`src/rtl/ecpri_tx_resp_if.sv`:
```
// Byte-wide response frame stream with first/last-byte markers and ready/valid handshake.
interface ecpri_tx_resp_if #(
    parameter int DATA_WIDTH = 8
);
    logic [DATA_WIDTH-1:0] tx_data;
    logic                  tx_valid;
    logic                  tx_sop;
    logic                  tx_eop;
    logic                  tx_ready;

    modport master (output tx_data, output tx_valid, output tx_sop, output tx_eop, input tx_ready);
    modport slave  (input tx_data, input tx_valid, input tx_sop, input tx_eop, output tx_ready);
endinterface

```
`src/rtl/ecpri_tx_resp.sv`:
```
// eCPRI RMA response framer: 16 header bytes then read data; byte 0 one cycle after the request, data 1 byte/3 cycles.
// Stalls hold the presented byte stable; requests arriving while busy are dropped with a resp_drop pulse.
module ecpri_tx_resp #(
    parameter int DATA_WIDTH = 8,
    parameter int ADDR_WIDTH = 16
) (
    input  logic                  clk,
    input  logic                  reset,
    input  logic                  send_write_resp,
    input  logic                  send_read_resp,
    input  logic [DATA_WIDTH-1:0] resp_payload_len,
    input  logic [7:0]            resp_rma_id,
    input  logic [15:0]           resp_elem_id,
    input  logic [ADDR_WIDTH-1:0] resp_addr,
    output logic [ADDR_WIDTH-1:0] mem_addr,
    output logic                  mem_oe,
    input  logic [DATA_WIDTH-1:0] mem_rdata,
    ecpri_tx_resp_if.master       tx,
    output logic                  busy,
    output logic                  resp_drop
);
    typedef enum logic [2:0] {IDLE, HDR, FETCH, LATCH, DATA} state_t;

    state_t                state, state_nxt;
    logic                  is_read;
    logic [7:0]            rma_id;
    logic [15:0]           elem_id;
    logic [ADDR_WIDTH-1:0] addr;
    logic [DATA_WIDTH-1:0] len;
    logic [DATA_WIDTH-1:0] count;
    logic [DATA_WIDTH-1:0] byte_reg;
    logic [3:0]            idx;

    logic                  req;
    logic                  has_data;
    logic                  last_data;
    logic [15:0]           psize;
    logic [15:0]           addr16;
    logic [7:0]            hdr_byte;
    logic [DATA_WIDTH:0]   count_inc;

    logic                  valid;
    logic [DATA_WIDTH-1:0] data;
    logic                  sop;
    logic                  eop;

    assign req       = send_write_resp | send_read_resp;
    assign has_data  = is_read && (len != '0);
    assign count_inc = {1'b0, count} + (DATA_WIDTH+1)'(1);
    assign last_data = (count_inc == {1'b0, len});
    assign psize     = 16'd12 + (is_read ? 16'(len) : 16'd0);
    assign addr16    = 16'(addr);
    assign busy      = (state != IDLE);

    always_comb begin
        case (idx)
            4'd0:    hdr_byte = 8'h10;
            4'd1:    hdr_byte = 8'h04;
            4'd2:    hdr_byte = psize[15:8];
            4'd3:    hdr_byte = psize[7:0];
            4'd4:    hdr_byte = rma_id;
            4'd5:    hdr_byte = is_read ? 8'h01 : 8'h11;
            4'd6:    hdr_byte = elem_id[15:8];
            4'd7:    hdr_byte = elem_id[7:0];
            4'd12:   hdr_byte = addr16[15:8];
            4'd13:   hdr_byte = addr16[7:0];
            4'd15:   hdr_byte = 8'(len);
            default: hdr_byte = 8'h00;
        endcase
    end

    always_ff @(posedge clk or negedge reset) begin
        if (!reset) state <= IDLE;
        else        state <= state_nxt;
    end

    always_comb begin
        state_nxt = state;
        valid     = 1'b0;
        data      = '0;
        sop       = 1'b0;
        eop       = 1'b0;
        mem_oe    = 1'b0;
        mem_addr  = '0;
        case (state)
            IDLE: if (req) state_nxt = HDR;
            HDR: begin
                valid = 1'b1;
                data  = DATA_WIDTH'(hdr_byte);
                sop   = (idx == 4'd0);
                eop   = (idx == 4'd15) && !has_data;
                if (tx.tx_ready && idx == 4'd15) state_nxt = has_data ? FETCH : IDLE;
            end
            FETCH: begin
                mem_oe    = 1'b1;
                mem_addr  = addr + ADDR_WIDTH'(count);
                state_nxt = LATCH;
            end
            LATCH: state_nxt = DATA;
            DATA: begin
                valid = 1'b1;
                data  = byte_reg;
                eop   = last_data;
                if (tx.tx_ready) state_nxt = last_data ? IDLE : FETCH;
            end
            default: state_nxt = IDLE;
        endcase
    end

    assign tx.tx_valid = valid;
    assign tx.tx_data  = data;
    assign tx.tx_sop   = sop;
    assign tx.tx_eop   = eop;

    always_ff @(posedge clk or negedge reset) begin
        if (!reset) begin
            is_read   <= 1'b0;
            rma_id    <= '0;
            elem_id   <= '0;
            addr      <= '0;
            len       <= '0;
            count     <= '0;
            byte_reg  <= '0;
            idx       <= '0;
            resp_drop <= 1'b0;
        end else begin
            // A read wins a same-cycle collision; the losing write is reported as dropped.
            resp_drop <= ((state != IDLE) && req) ||
                         ((state == IDLE) && send_write_resp && send_read_resp);
            case (state)
                IDLE: if (req) begin
                    is_read <= send_read_resp;
                    rma_id  <= resp_rma_id;
                    elem_id <= resp_elem_id;
                    addr    <= resp_addr;
                    len     <= resp_payload_len;
                    idx     <= '0;
                end
                HDR: if (tx.tx_ready) begin
                    idx   <= idx + 4'd1;
                    count <= '0;
                end
                LATCH: byte_reg <= mem_rdata;
                DATA:  if (tx.tx_ready) count <= count + DATA_WIDTH'(1);
                default: ;
            endcase
        end
    end
endmodule

```
`src/flat_wrapper.sv`:
```
// flat-port wrapper written by rule: the top's interface ports become plain ports
module ecpri_tx_resp_flat 
#(
    parameter int DATA_WIDTH = 8,
    parameter int ADDR_WIDTH = 16
)
  (clk, reset, send_write_resp, send_read_resp, resp_payload_len, resp_rma_id, resp_elem_id, resp_addr, mem_addr, mem_oe, mem_rdata, busy, resp_drop, tx_tx_data, tx_tx_valid, tx_tx_sop, tx_tx_eop, tx_tx_ready);
  ecpri_tx_resp_if #(.DATA_WIDTH(DATA_WIDTH)) tx_i ();
  input  logic clk;
  input  logic reset;
  input  logic send_write_resp;
  input  logic send_read_resp;
  input  logic [DATA_WIDTH-1:0] resp_payload_len;
  input  logic [7:0] resp_rma_id;
  input  logic [15:0] resp_elem_id;
  input  logic [ADDR_WIDTH-1:0] resp_addr;
  output logic [ADDR_WIDTH-1:0] mem_addr;
  output logic mem_oe;
  input  logic [DATA_WIDTH-1:0] mem_rdata;
  output logic busy;
  output logic resp_drop;
  output wire logic [$bits(tx_i.tx_data)-1:0] tx_tx_data;
  output wire logic [$bits(tx_i.tx_valid)-1:0] tx_tx_valid;
  output wire logic [$bits(tx_i.tx_sop)-1:0] tx_tx_sop;
  output wire logic [$bits(tx_i.tx_eop)-1:0] tx_tx_eop;
  input wire logic [$bits(tx_i.tx_ready)-1:0] tx_tx_ready;
  assign tx_tx_data = tx_i.tx_data;
  assign tx_tx_valid = tx_i.tx_valid;
  assign tx_tx_sop = tx_i.tx_sop;
  assign tx_tx_eop = tx_i.tx_eop;
  assign tx_i.tx_ready = tx_tx_ready;
  ecpri_tx_resp #(.DATA_WIDTH(DATA_WIDTH), .ADDR_WIDTH(ADDR_WIDTH)) u_core (.clk(clk), .reset(reset), .send_write_resp(send_write_resp), .send_read_resp(send_read_resp), .resp_payload_len(resp_payload_len), .resp_rma_id(resp_rma_id), .resp_elem_id(resp_elem_id), .resp_addr(resp_addr), .mem_addr(mem_addr), .mem_oe(mem_oe), .mem_rdata(mem_rdata), .tx(tx_i), .busy(busy), .resp_drop(resp_drop));
endmodule
```
`config.mk`:
```
export PLATFORM = sky130hd
export DESIGN_NAME = ecpri_tx_resp_flat
export DESIGN_NICKNAME = d
export VERILOG_FILES = /design/src/rtl/ecpri_tx_resp_if.sv /design/src/rtl/ecpri_tx_resp.sv /design/src/flat_wrapper.sv
export SDC_FILE = /design/constraint.sdc
export NUM_CORES = 1
export LEC_CHECK = 0
export BUFFER_PORTS_ARGS = -buffer_cell sky130_fd_sc_hd__buf_2
export CAP_MARGIN = 15
export CORE_ASPECT_RATIO = 0.9
export CORE_MARGIN = 1
export CORE_UTILIZATION = 25
export DETAILED_ROUTE_END_ITERATION = 16
export GPL_TIMING_DRIVEN = 0
export PLACE_DENSITY = 0.53
export SLEW_MARGIN = 5
export SYNTH_ARGS = -nofsm -noshare
export SYNTH_HDL_FRONTEND = slang
export SYNTH_SLANG_ARGS = --single-unit
```
`constraint.sdc`:
```
create_clock -name clk -period 5.5 [get_ports clk]
set_clock_uncertainty 0.1 [all_clocks]
set_input_delay 0.275 -clock clk [delete_from_list [all_inputs] [get_ports clk]]
set_output_delay 0.275 -clock clk [all_outputs]
set_load 0.05 [all_outputs]
```
==> reports/metrics.cfg, run 1 <==
[route]
drt-total-wl_microns = 13140
firstDrtPassIters = 5
routedWlPerCell_microns = 17.36
num_vias = 3773
drt_iter0_markers = 237
drc_errors = 0
detail-route-antenna-nets = 0
vias_per_cell = 4.984

[synthesis]
synth.ff_latch_count = 73
synth-edff-count = 0
syn-cell-area_sq_um = 4354
avgSynthCellArea_sq_um = 10.47
ys_types = 59
synth-seq-area-share_pct = 41.95
async_flop_share_pct = 100.0
synthCells = 416
yosysWarningCount = 0
synth_ff_type = dfrtp_1
synthesis.nets = 491

[pwr]
power_frac_clock_pct = 19.5
irDropWorstVdd_uv = 176.8
pwr-share-comb_pct = 47.9
power.switching_uw = 1311
power_density_nw_per_um2 = 551.5
p_int_uw = 1680
sw_frac_of_total_pct = 43.83
p_leak_uw = 0.002489
pwr-share-seq_pct = 32.6

[finish]
fill_cells = 1772
fin_nets = 594
finalNonFillerCells = 757
drive_gt1_share_pct = 25.29
antenna_cells = 0
syn_to_final_growth_pct = 24.57
largestRegisters = u_core.addr (16), u_core.elem_id (16)

[sta]
tns_ns = 0
slew_headroom_pct = 63.11
hold_viol = 0
final.period_utilization_pct = 63.41
hold_ws_ns = 0.04534
setup_violations = 0
clock.fmax_mhz = 286.7
drv_slew = 0
min_period_ns = 3.488
worstMarginPinSlew_ns = 0.5497
rsz0062_at_grt = false

[critical_path]
path_common_cell = a21o_1
cp-start-kind = flop
cpPeakStageDelay_ns = 0.49
critPathTopFamily = compound AO/OA/AOI/OAI gates
crit_path_top_delay_cell = dfrtp_1
cp-end-kind = output port
crit_buf_inv = 1
critical_path_required_ns = 5.12
crit_chain = ha_1, fa_1, a21o_1, a221oi_1, o21ai_1, a21o_1, a21oi_1, buf_2
setup.worst_path.class = reg -> out
crit_fanout = 8
reg2reg_slack_ns = 3.36
arrival_ns = 3.11

[place]
portBuffers = 90
gp_congestion = 0.8426
dp_cells = 742
hpwl_microns = 10020

[cts]
cts_sinks = 73
cts_buffer_depth = 2
cts_hold_buf = 1
numCtsBuffers = 9
clk_pin_slew_worst_paths_ns = 0.06
h-tree-depth = 3
cts_resized = 0
cts_tree = done
root_buffer = clkbuf_16
clk_latency_ns = 0.34
post_cts_buffers = 0

[die]
dieWidth_microns = 141.1
dieHeight_microns = 127.2
die-area_sq_um = 17950
core_region_area_sq_um = 16950
initial_core_util_pct = 25.69
rows = 45
io_pins = 91

[job]
max_cap_viol_count = 0

[global_routing]
grt_start_max_net_pins = 67
gr-total-overflow = 0
grt.total_usage_pct = 15.39
grt_pass1_vias = 3741
antenna_found_initial = 0
grt_pass1_wl_microns = 20870

[run_status]
status = complete, no violations

[worst_hold_path]
min_path_type = in -> reg

[worst reg2reg max path: cells and delay by family, from the launching register on]
family / cells / cell delay, ns
multiplexers: 1 / 0.36
AND/OR/NAND/NOR: 2 / 0.65
buffers and inverters: 2 / 0.46
flip-flops: 1 / 0.45
[cells by family after synthesis]
logic type      Yosys count  synth area share, %
fa+ha+maj                15                4.425
xor+xnor                 26                5.230
mux                      62                15.86
compound gates           93                15.83
flops                    73                41.95
simple gates            114                13.59
buf+inv                  33                3.103
[power groups by stage]
| stage | sequential (uW) | clock, uW | combinational, uW |
|---|---|---|---|
| 3_3_place_gp | 970 | 0 | 1400 |
| 3_5_place_dp | 983 | 0 | 1430 |
| 4_1_cts | 975 | 596 | 1440 |
| 2_1_floorplan | 897 | 0 | 1070 |
| 6_report | 976 | 583 | 1430 |
| 5_1_grt | 1010 | 625 | 1570 |
[per-stage QoR]
step                      instance area (sq um)  power (uW)  setup WS [ns]  util (%)
after CTS                                  5424        3008          2.027     32.00
after detailed placement                   5129        2415          2.411     30.26
final                                      5424        2991          2.012     32.00
after global routing                       5424        3197          1.889     32.00
after floorplan                            4354        1969          2.360         -
after global placement                     5099        2369          2.430     30.08
[per-layer routing]
| layer | GRT usage [%] | vias to the layer above | wire length, microns |
|---|---|---|---|
| li1 | - | 1760 | - |
| met1 | 21.43 | 1852 | 6299 |
| met2 | 22.89 | 147 | 5749 |
| met3 | 4.610 | 14 | 913 |
| met4 | 4.412 | 0 | 179 |
| met5 | 0 | - | 0 |
[layout make-up]
type | count | area, sq um | area share, %
clock inverter | 3 | 42.54 | 0.7843
inverter | 8 | 30.03 | 0.5536
clock buffer | 11 | 242.7 | 4.475
buffer | 25 | 105.1 | 1.938
timing repair buffer | 92 | 490.5 | 9.043
sequential | 73 | 1827 | 33.68
tap | 235 | 294.0 | 5.421
multi-input combinational | 310 | 2392 | 44.11
[cells in the final DEF (no fill, tap or decap), types with 14 or more instances in the layout]
| cell type | n |
|---|---|
| buf_2 | 98 |
| clkbuf_1 | 16 |
| dfrtp_1 | 73 |
| mux2_1 | 47 |
| nand2_1 | 33 |
| nand3_1 | 14 |
| nor2_1 | 25 |
| o21ai_1 | 16 |
[synth_stat cells, drive strengths merged, types with 9 or more instances]
| library cell | n | area, sq um |
|---|---|---|
| ha | 13 | 162.7 |
| clkbuf | 15 | 56.30 |
| o21ai | 18 | 90.09 |
| buf | 10 | 48.79 |
| xnor2 | 13 | 113.9 |
| nor2 | 26 | 105.1 |
| xor2 | 13 | 113.9 |
| nand2 | 33 | 123.9 |
| a22o | 9 | 78.83 |
| dfrtp | 73 | 1827 |
| a21oi | 11 | 58.81 |
| nand3 | 14 | 70.07 |
| mux2 | 56 | 630.6 |
| a222oi | 12 | 120.1 |
[worst paths after layout]
path                                                 endpoint                          start  cells after the start
max in group asynchronous       u_core.elem_id[2]$_DFFE_PN0P_                          reset                      3
worst max register to register     u_core.addr[0]$_DFFE_PN0P_    u_core.state[1]$_DFFE_PN0P_                      5
worst max-delay path                             mem_addr[14]    u_core.count[0]$_DFFE_PN0P_                      8
worst min register to register  u_core.elem_id[6]$_DFFE_PN0P_  u_core.elem_id[6]$_DFFE_PN0P_                      1
min in group asynchronous          u_core.resp_drop$_DFF_PN0_                          reset                      2
worst min-delay path               u_core.addr[7]$_DFFE_PN0P_                   resp_addr[7]                      2
Note: power is estimated with default switching activity, not from simulation.
==> run 2, diff against run 1 <==
Clock period 5.5 ns to 3.6 ns, I/O delays scaled along.
==> run 2 against run 1 <==
Setup slack worse by 1.8 ns. Global-route usage grew 0.55 points. Via count rose by 5.2%. Sequential share of layout area down 3.2 points. Wire length up 3.8%. Non-clock buffer count up 57. Power rose by 54%. Utilization up 3.4 points. Final area rose by 11%. Combinational power grew 57%. Cell count rose by 7.5%. Flip-flop and latch count unchanged.
==> reports/metrics.cfg, run 2 (synthesis results as in run 1) <==
[run_status]
status = complete, no violations

[worst_hold_path]
min_path_type = in -> reg

[pwr]
p_int_uw = 2607  ; +55%
irDropWorstVdd_uv = 276.7  ; +56%
pwr-share-seq_pct = 32.3  ; -0.3 points
sw_frac_of_total_pct = 43.58  ; -0.25 points
p_leak_uw = 0.002727  ; +9.6%
power_uw = 4622  ; +54%
power_frac_clock_pct = 19.3  ; -0.2 points
power_density_nw_per_um2 = 771.0  ; +40%
power.switching_uw = 2014  ; +54%
pwr-share-comb_pct = 48.5  ; +0.6 points

[die]
initial_core_util_pct = 25.69  ; unchanged
dieHeight_microns = 127.2  ; unchanged
core_region_area_sq_um = 16950  ; unchanged
die-area_sq_um = 17950  ; unchanged
dieWidth_microns = 141.1  ; unchanged
io_pins = 91  ; unchanged
rows = 45  ; unchanged

[sta]
tns_ns = 0  ; unchanged
slew_headroom_pct = 61.80  ; -1.3 points
final.period_utilization_pct = 94.27
hold_viol = 0  ; unchanged
clock.fmax_mhz = 294.7
min_period_ns = 3.394
postLayoutSetupSlackWorst_ns = 0.2064  ; -1.806 ns
worstMarginPinSlew_ns = 0.5731  ; +0.02340 ns
rsz0062_at_grt = false
setup_violations = 0  ; unchanged
drv_slew = 0  ; unchanged

[finish]
fin_nets = 651  ; +9.6%
mostFrequentLayoutCells = buf_2, dfrtp_1, dlygate4sd3_1, mux2_1, nand2_1
drive_gt1_share_pct = 22.80  ; -2.5 points
final_core_util_pct = 35.37  ; +3.4 points
largestRegisters = u_core.addr (16), u_core.elem_id (16)
syn_to_final_growth_pct = 37.67
final_common_cell = buf_2
antenna_cells = 0  ; unchanged

[critical_path]
critical_path_required_ns = 3.32  ; -1.80 ns
arrival_ns = 3.11  ; about the same
setup.worst_path.class = reg -> out
crit_fanout = 8  ; unchanged
cp-end-kind = output port
cp-start-kind = flop

[route]
firstDrtPassIters = 5  ; unchanged
detail-route-antenna-nets = 0  ; unchanged
routedWlPerCell_microns = 16.77  ; -3.4%
drt_iter0_markers = 220  ; -7.2%
vias_per_cell = 4.875  ; -2.2%
num_vias = 3968  ; +5.2%
drt-total-wl_microns = 13650  ; +3.8%
drc_errors = 0  ; unchanged

[global_routing]
grt_pass1_wl_microns = 21730  ; +4.1%
grt_start_max_net_pins = 67  ; unchanged
grt_pass1_vias = 3992  ; +6.7%
gr-total-overflow = 0  ; unchanged
antenna_found_initial = 0  ; unchanged
grt.total_usage_pct = 15.94  ; +0.55 points

[cts]
numCtsBuffers = 9  ; unchanged
root_buffer = clkbuf_16
cts_buffer_depth = 2  ; unchanged
cts_sinks = 73  ; unchanged
clk_pin_slew_worst_paths_ns = 0.06  ; about the same
cts_resized = 0  ; unchanged
post_cts_buffers = 0  ; unchanged
h-tree-depth = 3  ; unchanged
clk_latency_ns = 0.34  ; about the same
cts_tree = done

[place]
gp_congestion = 0.8426  ; unchanged
place_ws_ns = 0.6056  ; -1.805 ns
portBuffers = 90  ; unchanged
hpwl_microns = 10020  ; unchanged

[job]
max_cap_viol_count = 0  ; unchanged

==> run 2: timing repair <==
action,in CTS,in global routing
endpoints found under the setup margin,0,0
hold endpoints to repair,130,0
hold buffers,58,0
==> run 2: final cells by class <==
| type | instances | area (sq um) |
|---|---|---|
| Clock buffer | 11 | 242.7 |
| Buffer | 25 | 105.1 |
| Sequential cell | 73 | 1827 |
| Multi-Input combinational cell | 310 | 2392 |
| Inverter | 8 | 30.03 |
| Clock inverter | 3 | 42.54 |
| Timing Repair Buffer | 149 | 1061 |
| Fill cell | 1718 | 10950 |
| Tap cell | 235 | 294.0 |
==> run 2: routing by layer <==
layer  global-route usage (%)  vias up  routed length, microns
met4                    4.412        0                     193
met2                    24.58      141                    6119
met5                        0        -                       0
li1                         -     1873                       -
met1                    21.96     1939                    6570
met3                    4.123       15                     764
==> run 2: final timing paths <==
kind | cells past startpoint | start | slack [ns] | endpoint
max | 8 | u_core.count[0]$_DFFE_PN0P_ | 0.21 | mem_addr[14]
min | 2 | send_write_resp | 0.03 | u_core.resp_drop$_DFF_PN0_
max reg2reg | 6 | u_core.count[1]$_DFFE_PN0P_ | 1.46 | u_core.state[1]$_DFFE_PN0P_
min reg2reg | 1 | u_core.elem_id[10]$_DFFE_PN0P_ | 0.39 | u_core.elem_id[10]$_DFFE_PN0P_
max in group asynchronous | 3 | reset | 2.71 | u_core.elem_id[6]$_DFFE_PN0P_
min in group asynchronous | 2 | reset | 0.11 | u_core.resp_drop$_DFF_PN0_
==> run 2: worst max-delay path, cell delays in order, from the launching register on <==
cell	delay, ns
dfrtp_1	0.48
ha_1	0.28
fa_1	0.41
a21o_1	0.19
a221oi_1	0.40
o21ai_1	0.31
a21o_1	0.24
a21oi_1	0.16
buf_2	0.30
==> run 2: power by group through the flow <==
stage | Combinational (uW) | Sequential (uW) | Clock [uW]
6_report | 2240 | 1490 | 890
5_1_grt | 2450 | 1540 | 952
4_1_cts | 2240 | 1490 | 911
3_5_place_dp | 2190 | 1500 | 0
3_3_place_gp | 2140 | 1480 | 0
2_1_floorplan | 1640 | 1370 | 0
==> run 2: stage by stage <==
step / cells / hold slack (ns) / instance area, sq um
6_report: 814 / 0.02928 / 5995
5_1_grt: 814 / 0.02652 / 5995
4_1_cts: 814 / 0.02076 / 5995
3_5_place_dp: 742 / -0.07851 / 5129
3_3_place_gp: 741 / 0.2973 / 5099
2_1_floorplan: 416 / -0.2156 / 4354
